$ cat config.mk
export PLATFORM = sky130hd
export DESIGN_NAME = bcd_seg_driver
export DESIGN_NICKNAME = d
export VERILOG_FILES = /design/src/rtl/seg_pkg.sv /design/src/rtl/bcd_to_seg.sv /design/src/rtl/bcd_seg_driver.sv
export SDC_FILE = /design/constraint.sdc
export NUM_CORES = 1
export LEC_CHECK = 0
export BUFFER_PORTS_ARGS = -buffer_cell sky130_fd_sc_hd__buf_4
export CAP_MARGIN = 20
export CORE_MARGIN = 4
export CORE_UTILIZATION = 30
export CTS_CLUSTER_SIZE = 28
export DETAILED_ROUTE_END_ITERATION = 16
export HOLD_SLACK_MARGIN = 0.03
export SLEW_MARGIN = 15
export SYNTH_ARGS = -nofsm -noshare
export SYNTH_HDL_FRONTEND = slang
export SYNTH_HIERARCHICAL = 1
export SYNTH_SLANG_ARGS = --single-unit
$ cat constraint.sdc
create_clock -name clk -period 6.6 [get_ports clk]
set_input_delay 0 -clock clk [delete_from_list [all_inputs] [get_ports clk]]
set_output_delay 0 -clock clk [all_outputs]
set_load 0.01 [all_outputs]
$ cat src/rtl/seg_pkg.sv
// Shared constants and types for the BCD seven-segment driver.
// Segment codes are active-low, bit order {g,f,e,d,c,b,a}.
package seg_pkg;

  typedef logic [3:0] bcd_digit_t;

  // Index 0 is the rightmost element of the concatenation
  localparam logic [9:0][6:0] SEG_CODES = {
    7'h10, 7'h00, 7'h78, 7'h02, 7'h12,
    7'h19, 7'h30, 7'h24, 7'h79, 7'h40
  };

  localparam logic [6:0] SEG_BLANK = 7'h7F;
  localparam logic [3:0] ANODE_OFF = 4'b1111;

endpackage

$ cat src/rtl/bcd_to_seg.sv
// Combinational BCD nibble to active-low seven-segment decoder.
// Non-decimal nibbles (>9) decode to a blank digit.
module bcd_to_seg
  import seg_pkg::*;
(
  input  bcd_digit_t digit,
  output logic [6:0] seg_n
);

  // Table lookup; anything outside 0..9 stays blank
  always_comb begin
    seg_n = SEG_BLANK;
    for (int i = 0; i < 10; i++)
      if (digit == 4'(i)) seg_n = SEG_CODES[i];
  end

endmodule

$ cat src/rtl/bcd_seg_driver.sv
// 4-digit BCD up/down counter with multiplexed seven-segment output.
// The counter steps once every STEP_DIV qualified en strobes; the display
// path registers anode, cathodes and dp together so the pins stay aligned.
// Optional: define LEADING_ZERO_BLANK_EN to blank leading zero digits 3..1.
module bcd_seg_driver
  import seg_pkg::*;
#(
  parameter int STEP_DIV = 8,
  parameter int PRE_W    = 8
) (
  input  logic        clk,
  input  logic        rst_n,
  input  logic        en,
  input  logic [3:0]  anode,
  input  logic        run,
  input  logic        up,
  input  logic        clr,
  output logic [3:0]  an_n,
  output logic [6:0]  seg_n,
  output logic        dp_n,
  output logic [15:0] count_bcd,
  output logic        wrap
);

  localparam int               NUM_DIG  = 4;
  localparam logic [PRE_W-1:0] PRE_LAST = PRE_W'(STEP_DIV - 1);

  logic [PRE_W-1:0]            pre;
  logic [NUM_DIG-1:0][3:0]     cnt, cnt_nxt;
  logic                        carry;
  logic                        step;
  logic                        anode_ok;
  logic                        blank_sel;
  bcd_digit_t                  sel_digit;
  logic [6:0]                  seg_dec;

  assign step      = en & run & (pre == PRE_LAST);
  assign count_bcd = cnt;

  // Ripple carry/borrow through the digits; carry out of digit 3 is a full wrap
  always_comb begin
    cnt_nxt = cnt;
    carry   = 1'b1;
    for (int i = 0; i < NUM_DIG; i++) begin
      if (carry) begin
        if (up) begin
          if (cnt[i] >= 4'd9) cnt_nxt[i] = 4'd0;
          else begin
            cnt_nxt[i] = cnt[i] + 4'd1;
            carry      = 1'b0;
          end
        end else begin
          if (cnt[i] == 4'd0) cnt_nxt[i] = 4'd9;
          else begin
            cnt_nxt[i] = cnt[i] - 4'd1;
            carry      = 1'b0;
          end
        end
      end
    end
  end

  // Prescaler and counter state; clear beats step beats hold
  always_ff @(posedge clk or negedge rst_n) begin
    if (!rst_n) begin
      pre  <= '0;
      cnt  <= '0;
      wrap <= 1'b0;
    end else if (clr) begin
      pre  <= '0;
      cnt  <= '0;
      wrap <= 1'b0;
    end else begin
      wrap <= step & carry;
      if (en && run) pre <= step ? '0 : pre + 1'b1;
      if (step)      cnt <= cnt_nxt;
    end
  end

  assign anode_ok = (anode != 4'd0) && ((anode & (anode - 4'd1)) == 4'd0);

  // Digit mux; only meaningful when anode is one-hot
  always_comb begin
    sel_digit = '0;
    for (int i = 0; i < NUM_DIG; i++)
      if (anode[i]) sel_digit = cnt[i];
  end

`ifdef LEADING_ZERO_BLANK_EN
  logic [NUM_DIG-1:0] lead_zero;

  // A digit is a leading zero if it and every digit above it are zero;
  // the units digit is always shown
  always_comb begin
    lead_zero[NUM_DIG-1] = (cnt[NUM_DIG-1] == 4'd0);
    for (int i = NUM_DIG - 2; i >= 1; i--)
      lead_zero[i] = lead_zero[i+1] && (cnt[i] == 4'd0);
    lead_zero[0] = 1'b0;
  end

  assign blank_sel = |(anode & lead_zero);
`else
  assign blank_sel = 1'b0;
`endif

  bcd_to_seg u_dec (
    .digit (sel_digit),
    .seg_n (seg_dec)
  );

  // Display pins, registered together from the pre-edge count
  always_ff @(posedge clk or negedge rst_n) begin
    if (!rst_n) begin
      an_n  <= ANODE_OFF;
      seg_n <= SEG_BLANK;
      dp_n  <= 1'b1;
    end else begin
      dp_n <= (anode != 4'b0100);
      if (anode_ok) begin
        an_n  <= ~anode;
        seg_n <= blank_sel ? SEG_BLANK : seg_dec;
      end else begin
        an_n  <= ANODE_OFF;
        seg_n <= SEG_BLANK;
      end
    end
  end

endmodule

==> reports/summary.txt, run 1 <==
DRC: 0
Slowest stage delay, CP: 0.50 ns
Number of flops mapped to enable cells by yosys: 0
Instance count on the critical path: 6
Cell variety after synth: 67
GRT Overall Usage: 12.47%
Worst slew pin tran: 0.6101 ns
Clk sink count: 37
1st-pass router iterations: 4
First-pass GRT wire length: 11340 um
Final Max Slew Viols: 0
Pin count of the biggest net entering global routing: 38
Initial DRC Count: 108
R2R cell count: 6
Starting Density: 31.35%
Max FO, Critical Path: 12
Wire per inst: 15.09 um
Std cell rows: 34
RSZ-0062 raised after global routing: false
Clock-pin slew on the worst setup and hold paths: 0.08 ns
Nets: 357
Post-Syn Nets: 329
Post-Place Setup Slack: 4.223 ns
R2R setup slack: 4.17 ns
Most common cell after layout, fill and taps aside: buf_4
Ys flop type: dfrtp_1
Via count: 2374
Synth async-reset ratio: 100.0%
Die height: 104.2 um
Worst setup slack after layout: 4.169 ns
#FFs+latches synth: 37
Non-filler instance count after layout: 442
Pwr dens: 140.1 nW/um2
Area growth syn-to-layout: 16.51%
Post-CTS Hold Fix Bufs: 5
CTS tree: done
Maximum clock rate: 0.4114 GHz
Cell family with most CP delay: simple AND/OR/NAND/NOR gates
Num CTS Buffers: 5
Vias in the first global route: 2258
Area of the core: 8848 um2
HPWL after DPL: 4747 um
Via density: 5.371
Final min period: 2.431 ns
Hold Crit Start: clr
HP Class: input port to flip-flop
Leakage Power: 1.365 nW
CTS Buffer Depth: 2
Tcrit/Tclk final: 36.83%
Fin Clk Skew: 0.008032 ns
Filler instances: 919
Avg Cell Area, Syn: 9.095 um2
Postcts setup bufs: 0
CP max-delay cell: dfrtp_1
Register area share after synthesis: 33.92%
Setup Crit Path Kind: flip-flop to flip-flop
Share of layout cells above drive strength 1: 25.15%
Die ar.: 10850 um2
Mapped Cells: 305
Total Routed Length: 6669 um
# IOs: 39
Register area: 940.9 um2
Commonest non-fill, non-tap cells in the layout: buf_4 (39), dfrtp_1 (25), nand2_1 (22)
Die Wd: 104.2 um
Root Buffer: clkbuf_8
Synth warn: 6
Critical Path Sink Type: flip-flop
Final setup vio count: 0
CP Launch Type: flip-flop
Multi-input gate area: 1663 um2
Synthesized cell area: 2774 um2
Data required time at the worst endpoint: 6.81 ns
Crit path DAT: 2.64 ns
Number of buffers added on ports: 38
Worst-Skew Late Latency: 0.30 ns
Initial antenna violation count: 0
Post-route ant nets: 0
Final core utilization: 36.52%
Final hold violations: 0
Status: finished, final reports clean
Buf+Inv Stages, Crit Path: 1
CP cell instances: inv_1 > ha_1 > or3b_4 > a31o_1 > and3_1 > a311oi_2
Hold_ws: 0.07422 ns
# diodes: 0
Slew HR: 59.05%
Max cap viols: 0
GRT overflow: 0
Routability Congestion: 0.8188
Final setup TNS: 0 ns
Max IR drop VDD: 61.69 uV
Hold Path Stages: 2
Post-CTS sizing: 0
Placed insts: 429
R2R Path Start: count_bcd[0]$_DFFE_PN0P_
Crit. Startpoint: count_bcd[0]$_DFFE_PN0P_
H-tree Lvls: 2
[worst reg2reg max path, stage by stage, from the launching register on]
cell and delay [ns]:
dfrtp_1 0.50, inv_1 0.12, ha_1 0.31, or3b_4 0.45
a31o_1 0.36, and3_1 0.34, a311oi_2 0.27
[through the flow]
| step | power [mW] | instance area (um2) |
|---|---|---|
| 3_5_place_dp | 0.2941 | 3095 |
| 5_1_grt | 0.4767 | 3232 |
| 6_report | 0.4529 | 3232 |
| 3_3_place_gp | 0.2935 | 3095 |
| 2_1_floorplan | 0.2703 | 2774 |
| 4_1_cts | 0.4587 | 3232 |
[Yosys cell counts (6+ instances only)]
cell type	number	area, um2
xor2_1	7	61.31
a211oi_1	6	45.04
nor2_1	12	45.04
dfstp_2	12	315.3
nand2_1	22	82.58
mux2i_1	8	80.08
ha_1	14	175.2
nand3_1	8	40.04
inv_1	15	56.30
o21ai_0	14	70.07
a31oi_1	9	56.30
nand2b_1	12	75.07
dfrtp_1	25	625.6
clkbuf_1	12	45.04
a21oi_1	15	75.07
buf_2	6	30.03
nor3_1	8	40.04
and2_1	6	37.54
[layer usage]
metal	track usage [%]	up-vias	part of all wire [%]
li1	-	1177	-
met1	16.58	1150	47
met2	19.96	39	47
met3	2.669	8	4.3
met4	4.463	0	1.4
met5	0	-	0
[registers in the layout (all words and copies together) (netlist names)]
register / cells
dp_n: 1
wrap: 1
count_bcd: 16
an_n: 4
pre: 8
seg_n: 7
[layout make-up]
| class | count | area share (%) |
|---|---|---|
| clock inverter | 3 | 0.5420 |
| clock buffer | 5 | 2.129 |
| sequential | 37 | 29.11 |
| multi-input combinational | 228 | 51.45 |
| timing repair buffer | 44 | 10.61 |
| tap | 108 | 4.181 |
| inverter | 17 | 1.974 |
[path summary, 6_finish.rpt]
| kind | to |
|---|---|
| setup / recovery | count_bcd[13]$_DFFE_PN0P_ |
| hold / removal | pre[2]$_DFFE_PN0P_ |
| setup reg to reg | count_bcd[13]$_DFFE_PN0P_ |
| hold reg to reg | pre[7]$_DFFE_PN0P_ |
| max in group asynchronous | seg_n[1]$_DFF_PN1_ |
| min in group asynchronous | pre[3]$_DFFE_PN0P_ |
[cell families after synthesis]
family	Yosys count	share of synthesized area (%)
and+or+nand+nor	109	23.14
adders and majority gates	14	6.315
muxes	12	4.511
buffers and inverters	40	6.360
xor gates and xnor gates	9	2.842
AOI/OAI and AO/OA	84	22.91
DFF	37	33.92
[power breakdown]
group | internal [mW] | switching (mW)
Clock | 0.0730 | 0.0884
Sequential | 0.235 | 0.00180
Combinational | 0.0217 | 0.0327
Total | 0.330 | 0.123
(Power assumes the default switching activity.)
==> run 2, diff against run 1 <==
clock period = 2.1 ns   (was 6.6 ns; I/O delays follow)
==> run 2 against run 1 <==
Design area rose by 7.5%. Maximum frequency rose by 22%. First-iteration DRC count rose by 50%. Largest power group unchanged. Total power rose to 3.5 times the previous value. Critical endpoint is now seg_n[6]$_DFF_PN1_. Clock power rose to 4.1 times the previous value. Non-clock buffer count rose by 19. Wire length rose by 8.1%. Sequential share of layout area fell by 2.0 points. Sequential cell count did not move.
==> reports/summary.txt, run 2 (same netlist as run 1, synthesis figures left out) <==
1st-pass router iterations: 4
Die ar.: 10850 um2
M3 GR Usage: 2.545%
Worst setup slack after layout: 0.1135 ns
Pin count of the biggest net entering global routing: 38
Post-Place Setup Slack: 0.02366 ns
Num CTS Buffers: 5
Worst slew pin tran: 0.6344 ns
Tcrit/Tclk final: 94.59%
Final min period: 1.986 ns
Crit path DAT: 2.19 ns
Die Wd: 104.2 um
Pwr dens: 456.5 nW/um2
# diodes: 0
Total Routed Length: 7212 um
HP Class: input port to flip-flop
Post-route ant nets: 0
RSZ-0062 raised after global routing: false
Max cap viols: 0
Slew HR: 57.43%
H-tree Lvls: 2
Max FO, Critical Path: 8
Share of layout cells above drive strength 1: 31.16%
Most common cell after layout, fill and taps aside: buf_4
Maximum clock rate: 0.5034 GHz
# IOs: 39
Max IR drop VDD: 171.9 uV
Nets: 376
Area of the core: 8848 um2
Final core utilization: 39.25%
CTS tree: done
First-pass GRT wire length: 12610 um
GRT Overall Usage: 13.87%
Starting Density: 31.35%
Wire per inst: 15.64 um
HPWL after DPL: 5159 um
Die height: 104.2 um
Via density: 5.312
Max reg flops: 16
Leakage Power: 1.486 nW
Placed insts: 448
Area growth syn-to-layout: 25.21%
Busiest grt layer: met2
Fin Clk Skew: 0.006985 ns
Non-filler instance count after layout: 461
Initial antenna violation count: 0
Critical Path Sink Type: flip-flop
Data required time at the worst endpoint: 2.31 ns
GRT overflow: 0
Initial DRC Count: 162
Final setup vio count: 0
Met1 Use GR: 19.29%
Via count: 2449
Final Cell Area: 3473 um2
Setup Crit Path Kind: flip-flop to flip-flop
Std cell rows: 34
DRC: 0
Hold_ws: 0.08587 ns
CTS Buffer Depth: 2
Commonest non-fill, non-tap cells in the layout: buf_4 (57), dfrtp_1 (24), nand2_1 (22)
Final hold violations: 0
Vias in the first global route: 2415
Met2 Use GR: 21.54%
Final Max Slew Viols: 0
Routability Congestion: 0.8113
Clk sink count: 37
Worst-Skew Late Latency: 0.29 ns
Postcts setup bufs: 0
Final setup TNS: 0 ns
Number of buffers added on ports: 38
Total power: 1.585 mW
Clock-pin slew on the worst setup and hold paths: 0.08 ns
Area post-placement: 3263 um2
Root Buffer: clkbuf_8
CP Launch Type: flip-flop
Status: finished, final reports clean
run 2: cell count changes in the layout (fill, tap and decap cells not counted), sizes merged:
cell | previous run | this run
buf | 39 | 58
clkinv | 4 | 2
bufinv | 0 | 1
clkbuf | 5 | 6
run 2: area by class of cell:
class                   instances  area, um2
fillers                       901       5375
flip-flops and latches         37      942.2
inverters                      17      63.81
clock inverters                 2      37.54
repair buffers                 63      498.0
clock buffers                   6      82.58
well taps                     108      135.1
multi-input cells             228       1714
run 2: path summary, 6_finish.rpt:
kind / start / end / slack [ns] / cells after the start
min: clr / pre[2]$_DFFE_PN0P_ / 0.09 / 2
max reg2reg: count_bcd[1]$_DFFE_PN0P_ / seg_n[6]$_DFF_PN1_ / 0.11 / 9
min reg2reg: pre[1]$_DFFE_PN0P_ / pre[1]$_DFFE_PN0P_ / 0.55 / 2
max: count_bcd[1]$_DFFE_PN0P_ / seg_n[6]$_DFF_PN1_ / 0.11 / 9
min in group asynchronous: rst_n / pre[1]$_DFFE_PN0P_ / 0.21 / 2
max in group asynchronous: rst_n / seg_n[3]$_DFF_PN1_ / 1.54 / 2
run 2: power breakdown:
part | switching, mW | internal (mW)
Sequential | 0.00530 | 0.739
Clock | 0.274 | 0.386
Combinational | 0.107 | 0.0736
run 2: worst max-delay path, cell delays in order (launching register included):
cell and delay (ns):
dfrtp_1 0.38, buf_4 0.16, and3b_1 0.19, a211oi_2 0.15, a21oi_1 0.08, mux2_4 0.32
o21a_1 0.21, a31oi_2 0.16, o31ai_1 0.09, nand2b_1 0.15
run 2: routing by layer:
layer / wire, um / part of all wire (%)
met5: 0 / 0
met4: 100 / 1.4
met3: 221 / 3.1
met2: 3403 / 47
met1: 3486 / 48
run 2: repair_timing:
action | in CTS | in global routing
endpoints found under the setup margin | 0 | 13
gates resized for setup | 0 | 10
hold buffers | 5 | 0
endpoints found under the hold margin | 42 | 0
